==> src/rtl/spi_updown_counter_ctrl.sv <==
// rtl/spi_updown_counter_ctrl.sv - tick-driven up/down counter with run-control FSM
//
// Purpose: stopwatch/timer counter between the SPI control-register decode and
//          the display formatter. Counts 0..MAX_VAL up or down on single-cycle
//          ticks, with wrap or saturate-and-stop, parallel load, and a
//          terminal-count pulse.
// Optional: define SPI_COUNTER_BCD_EN to add a sequential binary-to-BCD
//           converter (o_bcd / o_bcd_valid). Requires MAX_VAL <= 9999.
// Ports:
//   clk, reset        clock, synchronous active-high reset
//   i_runstop         level run (1) / pause (0) request
//   i_clear           pulse: counter to 0, FSM to IDLE
//   i_load            pulse: counter <= min(i_load_val, MAX_VAL)
//   i_load_val        load value
//   i_dir             0 = up, 1 = down
//   i_wrap            1 = wrap at range ends, 0 = saturate and stop
//   tick              single-cycle count enable
//   counter           current count
//   o_tc              one-cycle terminal-step pulse, aligned with counter update
//   o_state           00 IDLE, 01 RUN, 10 PAUSE, 11 DONE
//   o_bcd             (BCD option) last completed BCD conversion of counter
//   o_bcd_valid       (BCD option) low while a conversion is in progress
module spi_updown_counter_ctrl #(
    parameter int WIDTH   = 14,
    parameter int MAX_VAL = 9999
) (
    input  logic             clk,
    input  logic             reset,
    input  logic             i_runstop,
    input  logic             i_clear,
    input  logic             i_load,
    input  logic [WIDTH-1:0] i_load_val,
    input  logic             i_dir,
    input  logic             i_wrap,
    input  logic             tick,
    output logic [WIDTH-1:0] counter,
    output logic             o_tc,
    output logic [1:0]       o_state
`ifdef SPI_COUNTER_BCD_EN
    ,
    output logic [15:0]      o_bcd,
    output logic             o_bcd_valid
`endif
);

    localparam logic [1:0] ST_IDLE  = 2'b00;
    localparam logic [1:0] ST_RUN   = 2'b01;
    localparam logic [1:0] ST_PAUSE = 2'b10;
    localparam logic [1:0] ST_DONE  = 2'b11;

    localparam logic [WIDTH-1:0] MAX_C = WIDTH'(MAX_VAL);

    logic [WIDTH-1:0] cnt_q, cnt_d;
    logic [1:0]       state_q, state_d;
    logic             tc_q, tc_d;

    always_comb begin
        cnt_d   = cnt_q;
        state_d = state_q;
        tc_d    = 1'b0;
        if (i_clear) begin
            cnt_d   = '0;
            state_d = ST_IDLE;
        end else if (i_load) begin
            cnt_d   = (i_load_val > MAX_C) ? MAX_C : i_load_val;
            state_d = i_runstop ? ST_RUN : ST_PAUSE;
        end else begin
            case (state_q)
                ST_IDLE, ST_PAUSE: begin
                    // Entering RUN does not count a coincident tick: counting
                    // is gated on the registered state.
                    if (i_runstop) state_d = ST_RUN;
                end
                ST_RUN: begin
                    if (!i_runstop) state_d = ST_PAUSE;
                    if (tick) begin
                        if (!i_dir) begin
                            if (cnt_q < MAX_C) begin
                                cnt_d = cnt_q + 1'b1;
                            end else begin
                                tc_d = 1'b1;
                                if (i_wrap) cnt_d = '0;
                                else        state_d = ST_DONE;
                            end
                        end else begin
                            if (cnt_q != '0) begin
                                cnt_d = cnt_q - 1'b1;
                            end else begin
                                tc_d = 1'b1;
                                if (i_wrap) cnt_d = MAX_C;
                                else        state_d = ST_DONE;
                            end
                        end
                    end
                end
                default: ;  // DONE holds until clear, load or reset
            endcase
        end
    end

    always_ff @(posedge clk) begin
        if (reset) begin
            cnt_q   <= '0;
            state_q <= ST_IDLE;
            tc_q    <= 1'b0;
        end else begin
            cnt_q   <= cnt_d;
            state_q <= state_d;
            tc_q    <= tc_d;
        end
    end

    assign counter = cnt_q;
    assign o_tc    = tc_q;
    assign o_state = state_q;

`ifdef SPI_COUNTER_BCD_EN
    localparam int BW = $clog2(WIDTH + 1);

    logic [WIDTH-1:0] sh_q;
    logic [15:0]      acc_q, adj, bcd_q;
    logic [BW-1:0]    bit_q;
    logic             busy_q;

    // Add 3 to every BCD digit >= 5 before the next left shift.
    always_comb begin
        adj = acc_q;
        for (int k = 0; k < 4; k++) begin
            if (acc_q[4*k +: 4] >= 4'd5) adj[4*k +: 4] = acc_q[4*k +: 4] + 4'd3;
        end
    end

    // Start from cnt_d so the busy window lines up with the counter update:
    // WIDTH shift cycles plus one latch cycle. A new change restarts it.
    always_ff @(posedge clk) begin
        if (reset) begin
            sh_q   <= '0;
            acc_q  <= '0;
            bcd_q  <= '0;
            bit_q  <= '0;
            busy_q <= 1'b0;
        end else if (cnt_d != cnt_q) begin
            sh_q   <= cnt_d;
            acc_q  <= '0;
            bit_q  <= '0;
            busy_q <= 1'b1;
        end else if (busy_q) begin
            if (bit_q == BW'(WIDTH)) begin
                bcd_q  <= acc_q;
                busy_q <= 1'b0;
            end else begin
                acc_q <= {adj[14:0], sh_q[WIDTH-1]};
                sh_q  <= {sh_q[WIDTH-2:0], 1'b0};
                bit_q <= bit_q + 1'b1;
            end
        end
    end

    assign o_bcd       = bcd_q;
    assign o_bcd_valid = !busy_q;
`endif

endmodule

==> config.mk <==
export PLATFORM = sky130hd
export DESIGN_NAME = spi_updown_counter_ctrl
export DESIGN_NICKNAME = d
export VERILOG_FILES = /design/src/rtl/spi_updown_counter_ctrl.sv
export SDC_FILE = /design/constraint.sdc
export NUM_CORES = 1
export LEC_CHECK = 0
export BUFFER_PORTS_ARGS = -buffer_cell sky130_fd_sc_hd__buf_2
export CAP_MARGIN = 20
export CORE_MARGIN = 1
export CORE_UTILIZATION = 49
export CTS_CLUSTER_SIZE = 10
export DETAILED_ROUTE_END_ITERATION = 12
export GPL_ROUTABILITY_DRIVEN = 1
export PLACE_DENSITY = 0.79
export SKIP_CTS_REPAIR_TIMING = 1
export SLEW_MARGIN = 0
export SYNTH_ARGS = -nofsm -noshare
export SYNTH_HDL_FRONTEND = slang
export SYNTH_SLANG_ARGS = --single-unit
==> constraint.sdc <==
create_clock -name clk -period 2.3 [get_ports clk]
set_clock_uncertainty 0.2 [all_clocks]
set_input_delay 0.115 -clock clk [delete_from_list [all_inputs] [get_ports clk]]
set_output_delay 0.115 -clock clk [all_outputs]
set_load 0.05 [all_outputs]
Word-level counts from Yosys, hierarchy flattened

Index checks and enable logic that the tools add are counted.

Multiplexer cells: 22
Multiply operators: 0
Divide/modulo/power cells: 0
Reductions and logical operators: 11
Add/sub/neg operators: 2
Shifts and indexed selects: 0
Bitwise operators: 2
Order comparisons: 2
Eq/ne operators: 4

Operators with widths:

| operator                                                             | count |
|---|---|
| 14-bit two-way mux                                                   | 9 |
| 2-bit two-way mux                                                    | 9 |
| 14-bit by 1-bit adder with 14-bit output, second input constant      | 1 |
| 14-bit > comparator, second input constant                           | 1 |
| 14-bit less-than comparator, second input constant                   | 1 |
| 14-bit nonzero test                                                  | 1 |
| 14-bit by 1-bit subtractor with 14-bit output, second input constant | 1 |
| 5-bit OR reduction                                                   | 1 |
| 4-bit by 2-bit != test with 1-bit output, second input constant      | 1 |
| 2-bit case mux with 2 select lines                                   | 1 |
| 4-bit AND reduction                                                  | 1 |
| 2-bit nonzero test                                                   | 2 |
| 4-bit nonzero test                                                   | 1 |
| 2-bit OR reduction                                                   | 2 |
| 1-bit two-way mux                                                    | 3 |
| 3-bit != test, second input constant                                 | 1 |
| 3-bit nonzero test                                                   | 1 |
| 2-bit by 1-bit == test with 1-bit output, second input constant      | 1 |
| 2-bit == test, second input constant                                 | 1 |
| 2-bit logical NOT                                                    | 1 |
| 1-bit NOT                                                            | 2 |
| 2-bit AND reduction                                                  | 1 |

Bits of input ports: 22
Bits in read-only memories: 0
Bits in writable memories: 0
Latch bits: 0
Memories kept: 0
Word-level logic and storage cells: 46
Register bits: 17

Longest topological paths before layout

Depth in word-level cells: 7
Depth in mapped cells: 10
Depth with buffers taken out: 7

Least setup slack after synthesis

Ideal clock, no wire load.

Kind: register to register
From: register cnt_q[0], in the netlist counter[0]
To: register cnt_q[6], in the netlist counter[6]
Path slack: -0.504 ns
Setup time: 0.058 ns
Cell stages (with the launch flop): 11
Clock period less this slack: 2.804 ns
Data required time: 2.042 ns
Data arrival time: 2.546 ns
Buffers on the path: 3
Path through: dfxtp_1 -> clkbuf_1 -> inv_1 -> ha_1 -> clkbuf_1 -> and3_1 -> buf_4 -> and3_4 -> or4_1 -> a21oi_1 -> a211o_1

Cells in the longest elaborated chain, start to end: 6

RTL lines:

| what                                                             | line   | text |
|---|---|---|
| start, declared                                                  | 53     | `logic [WIDTH-1:0] cnt_q, cnt_d;` |
| start signal, assigned                                           | 107    | `cnt_q <= cnt_d;` |
| 14-bit by 1-bit adder with 14-bit output (tied with other cells) | 79     | `cnt_d = cnt_q + 1'b1;` |
| 14-bit two-way mux (on tied branches)                            | 78, 86 |  |
| 14-bit two-way mux                                               | 77     | `if (!i_dir) begin` |
| 14-bit two-way mux                                               | 76     | `if (tick) begin` |
| 14-bit two-way mux                                               | 68     | `case (state_q)` |
| 14-bit two-way mux                                               | 64     | `end else if (i_load) begin` |

Parallel ways exist; a longest one is shown, timed or not. The select of a mux whose other input is x is not followed.
A chain may end at the register's enable or synchronous reset.

Final worst setup path

From: register cnt_q[10], in the netlist counter[10]
To: register cnt_q[9], in the netlist counter[9]

Cells in the longest elaborated chain, start to end: 6

RTL lines:

| what                                                               | line |
|---|---|
| 14-bit less-than comparator or 14-bit nonzero test (tied branches) | 78, 86 |
| 14-bit two-way mux (on tied branches)                              | 78, 86 |
| 14-bit two-way mux                                                 | 77 |
| 14-bit two-way mux                                                 | 76 |
| 14-bit two-way mux                                                 | 68 |
| 14-bit two-way mux                                                 | 64 |

Parallel ways exist; a longest one is shown, timed or not. The select of a mux whose other input is x is not followed.

==> load_flow_metrics.sql <==
INSERT INTO impl_metrics (metric_group, metric, value, unit) VALUES
('power_and_ir_drop', 'pwr-share-comb', '44.2', '%'),
('global_routing', 'globalRouteTotalUtil', '34.66', '%'),
('floorplan', 'fp.dieH', '60.71', 'microns'),
('global_routing', 'grt_pass1_wl', '9.501', 'mm'),
('worst_setup_path', 'critPathMaxStageDelay', '0.54', 'ns'),
('global_routing', 'grt_antenna_before_repair', '0', ''),
('synth', 'synth_cell_area', '1689', 'sq um'),
('timing', 'relSlewSlack', '50.73', '%'),
('worst_setup_path', 'cpLargestDelayFamily', 'simple AND/OR/NAND/NOR gates', ''),
('finish', 'post_route_cells_drive_above_1_share', '38.75', '%'),
('floorplan', 'die_area', '3686', 'sq um'),
('cts', 'cts.root.buffer_cell', 'sky130_fd_sc_hd__clkbuf_4', ''),
('worst_setup_path', 'arrival', '2.30', 'ns'),
('power_and_ir_drop', 'cellPowerDensity', '402.5', 'nW/um^2'),
('timing', 'finalSetupViolations', '0', ''),
('placement', 'gp_congestion', '1.022', ''),
('cts', 'cts-htree-levels', '1', ''),
('routing', 'num_vias', '2253', ''),
('cts', 'clk-insertion-delay-late', '0.30', 'ns'),
('placement', 'post-dp-hpwl', '4.501', 'mm'),
('worst_setup_path', 'critical_path.slowest_cell', 'sky130_fd_sc_hd__or4_4', ''),
('power_and_ir_drop', 'sequentialPowerShare', '36.3', '%'),
('floorplan', 'top_level_ports', '39', ''),
('routing', 'drt_drc_violations_left', '0', ''),
('power_and_ir_drop', 'sw_frac_of_total', '41.28', '%'),
('synth', 'netlist_top_cells_area', 'sky130_fd_sc_hd__dfxtp_1, sky130_fd_sc_hd__o21ai_0, sky130_fd_sc_hd__a21oi_1', ''),
('timing', 'rsz0062_at_grt', 'yes', ''),
('placement', 'pre_cts_ws', '0.03128', 'ns'),
('cts', 'cts.reportedPaths.clkPinSlew', '0.11', 'ns'),
('global_routing', 'maximum_number_of_pins_on_one_net_before_global_route_repair', '15', ''),
('outcome', 'violations', 'negative hold slack', ''),
('finish', 'most_common_cell_after_layout_fill_and_taps_aside', 'sky130_fd_sc_hd__buf_2', ''),
('worst_setup_path', 'depth_of_the_most_critical_reg_to_reg_path', '7', ''),
('finish', 'seq_area', '370.4', 'sq um'),
('power_and_ir_drop', 'p_leak', '0.0009132', 'uW'),
('power_and_ir_drop', 'clock_power_share', '19.4', '%'),
('floorplan', 'core_area', '3153', 'sq um'),
('synth', 'yosys_warnings', '0', ''),
('routing', 'postRouteWirelength', '6.167', 'mm'),
('synth', 'async_flop_share', '0', '%'),
('worst_setup_path', 'worst_setup_path_start_kind', 'flip-flop', ''),
('routing', 'drt.antenna.violating_nets', '0', ''),
('timing', 'timing.final.crit_share', '98.70', '%'),
('worst_setup_path', 'worst-endpoint-required', '2.33', 'ns'),
('synth', 'netlist.top_cell.by_area', 'sky130_fd_sc_hd__dfxtp_1', ''),
('placement', 'buffer_ports.inserted', '38', ''),
('worst_setup_path', 'endpoint_kind_of_the_worst_setup_timing_path', 'flip-flop', ''),
('worst_hold_path', 'hold_class', 'input pin to flip-flop', ''),
('floorplan', 'initial_utilization', '53.57', '%'),
('finish', 'finish.net_count', '314', ''),
('worst_setup_path', 'worstSetupPathType', 'flip-flop to flip-flop', ''),
('cts', 'clock-sinks', '17', ''),
('synth', 'number_of_flops_mapped_to_enable_cells_by_yosys', '0', ''),
('timing', 'worst_slew_pin_slew', '0.7313', 'ns'),
('finish', 'n_fill_cell', '269', ''),
('worst_hold_path', 'hold-path-cell-count', '4', ''),
('timing', 'fin_worst_hold_slack', '-0.02375', 'ns'),
('power_and_ir_drop', 'worst_ir_drop_on_vdd', '287.8', 'uV'),
('floorplan', 'standard_cell_row_count', '20', ''),
('power_and_ir_drop', 'cell_internal_pwr', '529.2', 'uW'),
('timing', 'slew_viol_final', '0', ''),
('timing', 'finalHoldViolCount', '4', ''),
('synth', 'synth.top_cell.area_share', '20.15', '%'),
('outcome', 'run_status', 'finished with violations', ''),
('synth', 'synthCells', '235', ''),
('routing', 'route.detailed.wl_per_inst', '18.52', 'microns'),
('synth', 'syn-num-nets', '259', ''),
('synth', 'sequential_share_of_the_synthesized_area', '20.15', '%'),
('global_routing', 'first_global_vias', '2033', ''),
('finish', 'multi_input_comb_area', '1318', 'sq um'),
('cts', 'tritoncts', 'yes', '');
## tightest hold or removal path: stages
cell                       delay [ns]
sky130_fd_sc_hd__buf_2           0.10
sky130_fd_sc_hd__nand2b_1        0.06
sky130_fd_sc_hd__a21oi_1         0.07
sky130_fd_sc_hd__o221a_4         0.11
## registers in the layout (all words and copies together) (netlist names)
register / cells
counter: 14
o_state: 2
o_tc: 1
## kinds of logic (layout without fill, tap and decap cells)
kind of cell / Yosys count / in the layout / synth area share, %
AOI/OAI and AO/OA: 82 / 82 / 33.26
xor gates and xnor gates: 7 / 7 / 3.630
adders and majority gates: 2 / 2 / 1.481
buffers and inverters: 28 / 82 / 7.703
DFF: 17 / 17 / 20.15
muxes: 1 / 1 / 0.5926
and+or+nand+nor: 98 / 98 / 33.19
## metal layers
metal,track usage [%],routed length (microns)
met3,8.955,775
met4,12.66,266
met2,53.38,2726
met1,46.76,2398
met5,0,0
## synth_stat cells (2+ instances only)
cell type and count:
sky130_fd_sc_hd__a221oi_1 3, sky130_fd_sc_hd__and4_1 2, sky130_fd_sc_hd__nand2_1 15, sky130_fd_sc_hd__dfxtp_1 17
sky130_fd_sc_hd__ha_1 2, sky130_fd_sc_hd__a32oi_1 2, sky130_fd_sc_hd__a21oi_1 15, sky130_fd_sc_hd__o211a_1 2
sky130_fd_sc_hd__xnor2_1 5, sky130_fd_sc_hd__or4_1 2, sky130_fd_sc_hd__buf_4 2, sky130_fd_sc_hd__nor4_1 6
sky130_fd_sc_hd__a31oi_1 3, sky130_fd_sc_hd__xor2_1 2, sky130_fd_sc_hd__o21ai_0 23, sky130_fd_sc_hd__o21a_1 4
sky130_fd_sc_hd__nor3_1 9, sky130_fd_sc_hd__nand2b_1 2, sky130_fd_sc_hd__clkbuf_1 9, sky130_fd_sc_hd__or2_2 2
sky130_fd_sc_hd__buf_2 8, sky130_fd_sc_hd__a211o_1 4, sky130_fd_sc_hd__o221a_2 2, sky130_fd_sc_hd__nand4_1 10
sky130_fd_sc_hd__nor2_1 18, sky130_fd_sc_hd__inv_1 7, sky130_fd_sc_hd__o211ai_1 6, sky130_fd_sc_hd__nand3_1 12
sky130_fd_sc_hd__a211oi_1 6, sky130_fd_sc_hd__and3_1 6
## per-stage QoR
| step | instances | hold WS [ns] | cell area, sq um | util (%) | setup TNS [ns] |
|---|---|---|---|---|---|
| floorplan | 235 | 0.06508 | 1805 | - | -0.01883 |
| global placement | 324 | 0.1820 | 2105 | 66.75 | 0 |
| detailed placement | 324 | 0.1767 | 2105 | 66.75 | 0 |
| CTS | 328 | -0.1349 | 2131 | 67.58 | -0.001261 |
| global route | 333 | 0.01058 | 2240 | 71.03 | -0.1093 |
| finish | 333 | -0.02375 | 2240 | 71.03 | 0 |
## final cells by class
type                    count  share of cell area, %
clock buffers               4                  1.173
inverters                   8                  1.341
multi-input cells         190                  58.83
flip-flops and latches     17                  16.54
well taps                  44                  2.458
repair buffers             70                  19.66
## power by group through the flow
stage	Clock (uW)	Combinational, uW	Sequential [uW]
after floorplan	0	231	360
after global placement	0	359	332
after detailed placement	0	362	333
after CTS	170	364	326
after global routing	180	425	329
final	175	399	328
## final timing paths
check / start / to / slack, ns
worst min register to register: counter[10] / counter[10] / 0.34
worst max register to register: counter[10] / counter[9] / 0.03
worst max-delay path: counter[10] / counter[9] / 0.03
worst min-delay path: i_load_val[12] / counter[12] / -0.02
Power figures use the tool's default switching activity.
